<file path="src/rtl/caesar_pkg.sv">
// Shared types and constants for the Caesar-coded urna digit decoder.
package caesar_pkg;

  // Key the urna encoder applies to every digit before Johnson encoding.
  localparam int unsigned DEFAULT_SHIFT = 7;

  // Vote assembly states: waiting for tens, waiting for units, holding a vote.
  typedef enum logic [1:0] {
    S_FIRST  = 2'd0,
    S_SECOND = 2'd1,
    S_HOLD   = 2'd2
  } state_e;

  // The ten legal 5-bit Johnson codes, listed in index order (bit 4 = S4).
  localparam logic [4:0] JC_0 = 5'b00000;
  localparam logic [4:0] JC_1 = 5'b10000;
  localparam logic [4:0] JC_2 = 5'b11000;
  localparam logic [4:0] JC_3 = 5'b11100;
  localparam logic [4:0] JC_4 = 5'b11110;
  localparam logic [4:0] JC_5 = 5'b11111;
  localparam logic [4:0] JC_6 = 5'b01111;
  localparam logic [4:0] JC_7 = 5'b00111;
  localparam logic [4:0] JC_8 = 5'b00011;
  localparam logic [4:0] JC_9 = 5'b00001;

  // Undo the Caesar shift: (idx + 10 - shift) mod 10. Operands are 0..9, so
  // the 5-bit sum stays within 1..19 and one conditional subtract suffices.
  function automatic logic [3:0] unshift_digit(input logic [3:0] idx,
                                               input logic [3:0] shift);
    logic [4:0] sum;
    sum = {1'b0, idx} + 5'd10 - {1'b0, shift};
    if (sum >= 5'd10) sum = sum - 5'd10;
    return 4'(sum);
  endfunction

endpackage

</file>
<file path="src/rtl/johnson_index.sv">
// Combinational lookup from a 5-bit Johnson code to its index 0..9.
module johnson_index
  import caesar_pkg::*;
(
  input  logic [4:0] code_i,
  output logic [3:0] idx_o,
  output logic       legal_o
);

  // Decode the ten legal patterns; everything else is flagged illegal.
  always_comb begin
    // NOTE: outputs get defaults before the case so no path can infer a latch.
    idx_o   = 4'd0;
    legal_o = 1'b1;
    case (code_i)
      JC_0:    idx_o = 4'd0;
      JC_1:    idx_o = 4'd1;
      JC_2:    idx_o = 4'd2;
      JC_3:    idx_o = 4'd3;
      JC_4:    idx_o = 4'd4;
      JC_5:    idx_o = 4'd5;
      JC_6:    idx_o = 4'd6;
      JC_7:    idx_o = 4'd7;
      JC_8:    idx_o = 4'd8;
      JC_9:    idx_o = 4'd9;
      default: legal_o = 1'b0;
    endcase
  end

endmodule

</file>
<file path="src/rtl/caesar_decoder.sv">
// Decodes Caesar-shifted Johnson digits and assembles two-digit BCD votes.
module caesar_decoder
  import caesar_pkg::*;
#(
  parameter int unsigned SHIFT = DEFAULT_SHIFT
) (
  input  logic       clk,
  input  logic       reset,
  input  logic [4:0] code_in,
  input  logic       code_valid,
  output logic       code_ready,
  output logic [3:0] digit,
  output logic       digit_valid,
  output logic       code_err,
  output logic [7:0] vote,
  output logic       vote_valid,
  input  logic       vote_ack
);

  localparam logic [3:0] SHIFT_KEY = 4'(SHIFT);

  state_e     state_q, state_d;
  logic [3:0] tens_q, tens_d;
  logic [3:0] digit_q, digit_d;
  logic       digit_valid_q, digit_valid_d;
  logic       code_err_q, code_err_d;
  logic [7:0] vote_q, vote_d;

  logic [3:0] code_idx;
  logic       code_legal;
  logic [3:0] dec_digit;
  logic       accept;

  johnson_index u_johnson_index (
    .code_i  (code_in),
    .idx_o   (code_idx),
    .legal_o (code_legal)
  );

  assign dec_digit   = unshift_digit(code_idx, SHIFT_KEY);
  assign code_ready  = (state_q != S_HOLD);
  assign accept      = code_valid && code_ready;
  assign vote_valid  = (state_q == S_HOLD);
  assign digit       = digit_q;
  assign digit_valid = digit_valid_q;
  assign code_err    = code_err_q;
  assign vote        = vote_q;

  // Next-state and datapath: accept codes in the entry states, release the
  // held vote on acknowledge. Pulses default low and last one cycle.
  always_comb begin
    state_d       = state_q;
    tens_d        = tens_q;
    digit_d       = digit_q;
    vote_d        = vote_q;
    digit_valid_d = 1'b0;
    code_err_d    = 1'b0;
    case (state_q)
      S_FIRST: begin
        if (accept) begin
          if (code_legal) begin
            digit_d       = dec_digit;
            digit_valid_d = 1'b1;
            tens_d        = dec_digit;
            state_d       = S_SECOND;
          end else begin
            code_err_d = 1'b1;
          end
        end
      end
      S_SECOND: begin
        if (accept) begin
          if (code_legal) begin
            digit_d       = dec_digit;
            digit_valid_d = 1'b1;
            vote_d        = {tens_q, dec_digit};
            state_d       = S_HOLD;
          end else begin
            // An illegal units code abandons the partially entered vote.
            code_err_d = 1'b1;
            state_d    = S_FIRST;
          end
        end
      end
      S_HOLD: begin
        if (vote_ack) state_d = S_FIRST;
      end
      default: state_d = S_FIRST;
    endcase
  end

  // State and output registers with asynchronous reset.
  always_ff @(posedge clk or posedge reset) begin
    if (reset) begin
      state_q       <= S_FIRST;
      tens_q        <= 4'd0;
      digit_q       <= 4'd0;
      digit_valid_q <= 1'b0;
      code_err_q    <= 1'b0;
      vote_q        <= 8'h00;
    end else begin
      // NOTE: non-blocking assignments so every register samples pre-edge values.
      state_q       <= state_d;
      tens_q        <= tens_d;
      digit_q       <= digit_d;
      digit_valid_q <= digit_valid_d;
      code_err_q    <= code_err_d;
      vote_q        <= vote_d;
    end
  end

endmodule
</file>
<file path="config.mk">
export PLATFORM = sky130hd
export DESIGN_NAME = caesar_decoder
export DESIGN_NICKNAME = d
export VERILOG_FILES = /design/src/rtl/caesar_pkg.sv /design/src/rtl/johnson_index.sv /design/src/rtl/caesar_decoder.sv
export SDC_FILE = /design/constraint.sdc
export NUM_CORES = 1
export LEC_CHECK = 0
export BUFFER_PORTS_ARGS = -buffer_cell sky130_fd_sc_hd__buf_2
export CORE_UTILIZATION = 55
export DETAILED_ROUTE_END_ITERATION = 8
export PLACE_DENSITY = 0.79
export SLEW_MARGIN = 30
export SYNTH_ARGS = -nofsm -noshare
export SYNTH_HDL_FRONTEND = slang
export SYNTH_SLANG_ARGS = --single-unit
export TNS_END_PERCENT = 100
</file>
<file path="constraint.sdc">
create_clock -name clk -period 3 [get_ports clk]
set_input_delay 0.45 -clock clk [delete_from_list [all_inputs] [get_ports clk]]
set_output_delay 0.45 -clock clk [all_outputs]
set_load 0.02 [all_outputs]
</file>
==> qor.csv <==
stage,metric,value,unit
final_layout,final_core_util,0.748,
grt,grt.overflow.total,0,
placed_design,port-buffer-count,24,
routing,first_iter_violations,9,
yosys,synth_top_family_by_area,multiplexers,
critical_path,cp_max_fo,3,
clock_tree,insertion_delay,0.30,ns
clock_tree,root_buffer,clkbuf_4,
yosys,synth_top_cell_area_share,0.480,
yosys,synth_area_leaders,"dfrtp_1, mux2_2, mux2_1, ha_1, inv_1",
floorplan,num_rows,15,
routing,ant_nets,0,
yosys,ys_seq_area_frac,0.480,
floorplan,fp.dieW,45.6,microns
final_layout,fill_cells,130,
final_layout,final_common_cell,buf_2,
clock_tree,cts_buffers,3,
clock_tree,clock_sinks,20,
flow_run,maxCapViolCount,0,
yosys,syn_nets,99,
grt,antenna_found_initial,0,
critical_path,arrival,3.13,ns
grt,grt_pass1_vias,671,
routing,drt_wl_total,2040,microns
routing,detail_route.wl_per_cell,13.8,microns
floorplan,die_h,45.6,microns
grt,grt_max_degree,21,
sta,setup_viol,0,
placed_design,dp_hpwl,1590,microns
final_layout,syn2layout_area_growth,25.2,%
clock_tree,clockBufferDepth,2,
yosys,yosysWarnings,0,
yosys,muxShareOfSynthArea,0.182,
critical_path,ff2ff_path_depth,4,
critical_path,worstSetupEndpointType,flop,
yosys,synth-simple-area-share,0.158,
final_layout,n_antenna_cell,0,
routing,drc_errors,0,
final_layout,final_layout_size_suffix_gt1_frac,0.504,
power,powerDensity,630,mW/mm^2
grt,grt_pass1_wl,3110,microns
floorplan,pin_count,25,
clock_tree,cts_tree,done,
yosys,synth-compound-area-share,0.0911,
placed_design,gp_congestion,0.860,
critical_path,cp_cell_sequence,buf_2 > and2b_2 > or4_1 > o21ai_0 > a32oi_1 > ha_2 > or3_4 > nand2_2 > ha_1 > inv_1 > nor2_2 > a311oi_2 > xnor2_1 > buf_4 > mux2_4,
critical_path,critPathMaxStageDelay,0.46,ns
critical_path,crit_slowest_cell,or4_1,
yosys,syn_area,0.00104,sq mm
yosys,yosys.area.top_type,dfrtp_1,
sta,worstMarginPinSlew,0.726,ns
floorplan,die_area,0.00208,sq mm
routing,first_pass_iters,5,
yosys,ys_seq_elements,20,
sta,slew_headroom,0.516,
critical_path,critPathLaunchType,primary input,
clock_tree,htreeDepth,1,
sta,period_share,0.983,
floorplan,start_util,0.598,
floorplan,core_area,0.00175,sq mm
sta,max_freq,339,MHz
yosys,synthAdderAreaFrac,0.0360,
final_layout,nNetsFinal,137,
yosys,synth_area_per_cell,12.0,sq um
sta,fin_setup_tns,0,ns
yosys,synthCells,87,
final_layout,design_area,0.00131,sq mm
worst_hold_path,holdCritPathClass,in -> async,
yosys,synth_xor_area_frac,0.0168,
status,status,finished clean,
critical_path,ff2ff_setup_slack,1.17,ns
critical_path,crit_required,3.18,ns
critical_path,worst-setup-path-type,in -> reg,
clock_tree,clk_pin_slew,0.10,ns
power,finalPower,0.000823,W
sta,hold_violations,0,
routing,vias,783,
yosys,synthDistinctLibCells,33,
sta,fin_skew,0.00835,ns
routing,vias_per_cell,5.29,
placed_design,dpl-instance-area,0.00125,sq mm
sta,fin_crit,2.95,ns
grt,grt_usage,0.214,
final_layout,mostFrequentLayoutCells,"buf_2, dfrtp_1, buf_4, mux2_2, inv_1",
power,ir_drop,0.000501,V
power,p_leak,0.652,nW
sta,maxSlewViolCount,0,
-- synth_stat cells --
cell      instances
mux2i_1           1
mux2_1            6
buf_6             1
o221ai_1          1
o32ai_1           1
and2b_1           1
xnor2_1           2
and3_1            1
nand2b_2          1
ha_1              3
or4_4             1
dfrtp_1          20
nand2_1           4
or4_1             1
nor2b_1           2
a21oi_1           2
o21ai_0           3
nand2_4           1
or2b_2            2
nand3b_1          1
o211ai_1          1
nor2_1            4
and2b_2           1
a311oi_1          1
a211oi_4          1
inv_1             7
or3_4             1
or2_2             1
or3_1             1
mux2_2           10
nand2b_1          2
a32oi_1           1
a22oi_1           1
-- cells by family (layout without fill, tap and decap cells) --
family	Yosys count	count (layout)
AND/OR/NAND/NOR	25	25
flip-flops	20	20
multiplexers	17	17
AO/OA/AOI/OAI	12	12
buffers and inverters	8	44
adder cells (fa/ha/maj)	3	3
XOR/XNOR	2	2
-- path summary, 6_finish.rpt --
path / to / start
setup / recovery: tens_q[1]$_DFFE_PP0P_ / code_in[2]
hold / removal: digit_valid$_DFF_PP0_ / reset
setup reg to reg: vote[2]$_DFFE_PP0P_ / state_q[1]$_DFFE_PP0P_
hold reg to reg: state_q[0]$_DFFE_PP0P_ / state_q[1]$_DFFE_PP0P_
max in group asynchronous: tens_q[2]$_DFFE_PP0P_ / reset
min in group clk: state_q[1]$_DFFE_PP0P_ / vote_ack
-- area by class of cell --
class                           instances  area (sq um)  share of cell area
Clock buffer                            3          22.5              0.0172
Sequential cell                        20           500               0.383
Tap cell                               25          31.3              0.0239
Timing Repair Buffer                   34           195               0.149
Inverter                                7          26.3              0.0201
Multi-Input combinational cell         59           531               0.406
-- per-stage QoR --
step                      std cells  worst slack (ns)  hold slack, ns
final                           148            0.0514           0.255
after floorplan                  87            0.0943           0.414
after detailed placement        144            -0.152           0.471
after global routing            148           -0.0408           0.309
after global placement          144           -0.0548           0.443
after CTS                       147             0.149           0.284
-- metal layers --
metal  vias up  share of wire  GRT usage
li1        385              -          -
met1       370           0.43      0.260
met2        26           0.52      0.380
met3         2          0.049     0.0595
met4         0         0.0029     0.0364
met5         -              0          0
-- report_power, final --
| part | switching [W] | internal, W | leakage (nW) |
|---|---|---|---|
| registers | 0.0000407 | 0.000348 | 0.246 |
| clock network | 0.0000748 | 0.0000468 | 0.0138 |
| logic | 0.000173 | 0.000141 | 0.392 |
-- flip-flops by register name (all words and copies together) (netlist names) --
| signal | count |
|---|---|
| code_err | 1 |
| digit | 4 |
| digit_valid | 1 |
| state_q | 2 |
| tens_q | 4 |
| vote | 8 |
-- timing repair --
| action | CTS | global route |
|---|---|---|
| setup buffers | 0 | 1 |
| endpoints found under the setup margin | 0 | 5 |
| gates resized for setup | 0 | 7 |
| hold buffers | 0 | 0 |
-- critical path, delay by kind of cell --
family / cells / cell delay [ns]
AOI/OAI and AO/OA: 3 / 0.29
xor gates and xnor gates: 1 / 0.14
adders and majority gates: 2 / 0.38
buffers and inverters: 3 / 0.33
muxes: 1 / 0.26
and+or+nand+nor: 5 / 1.29
(Power assumes the default switching activity.)
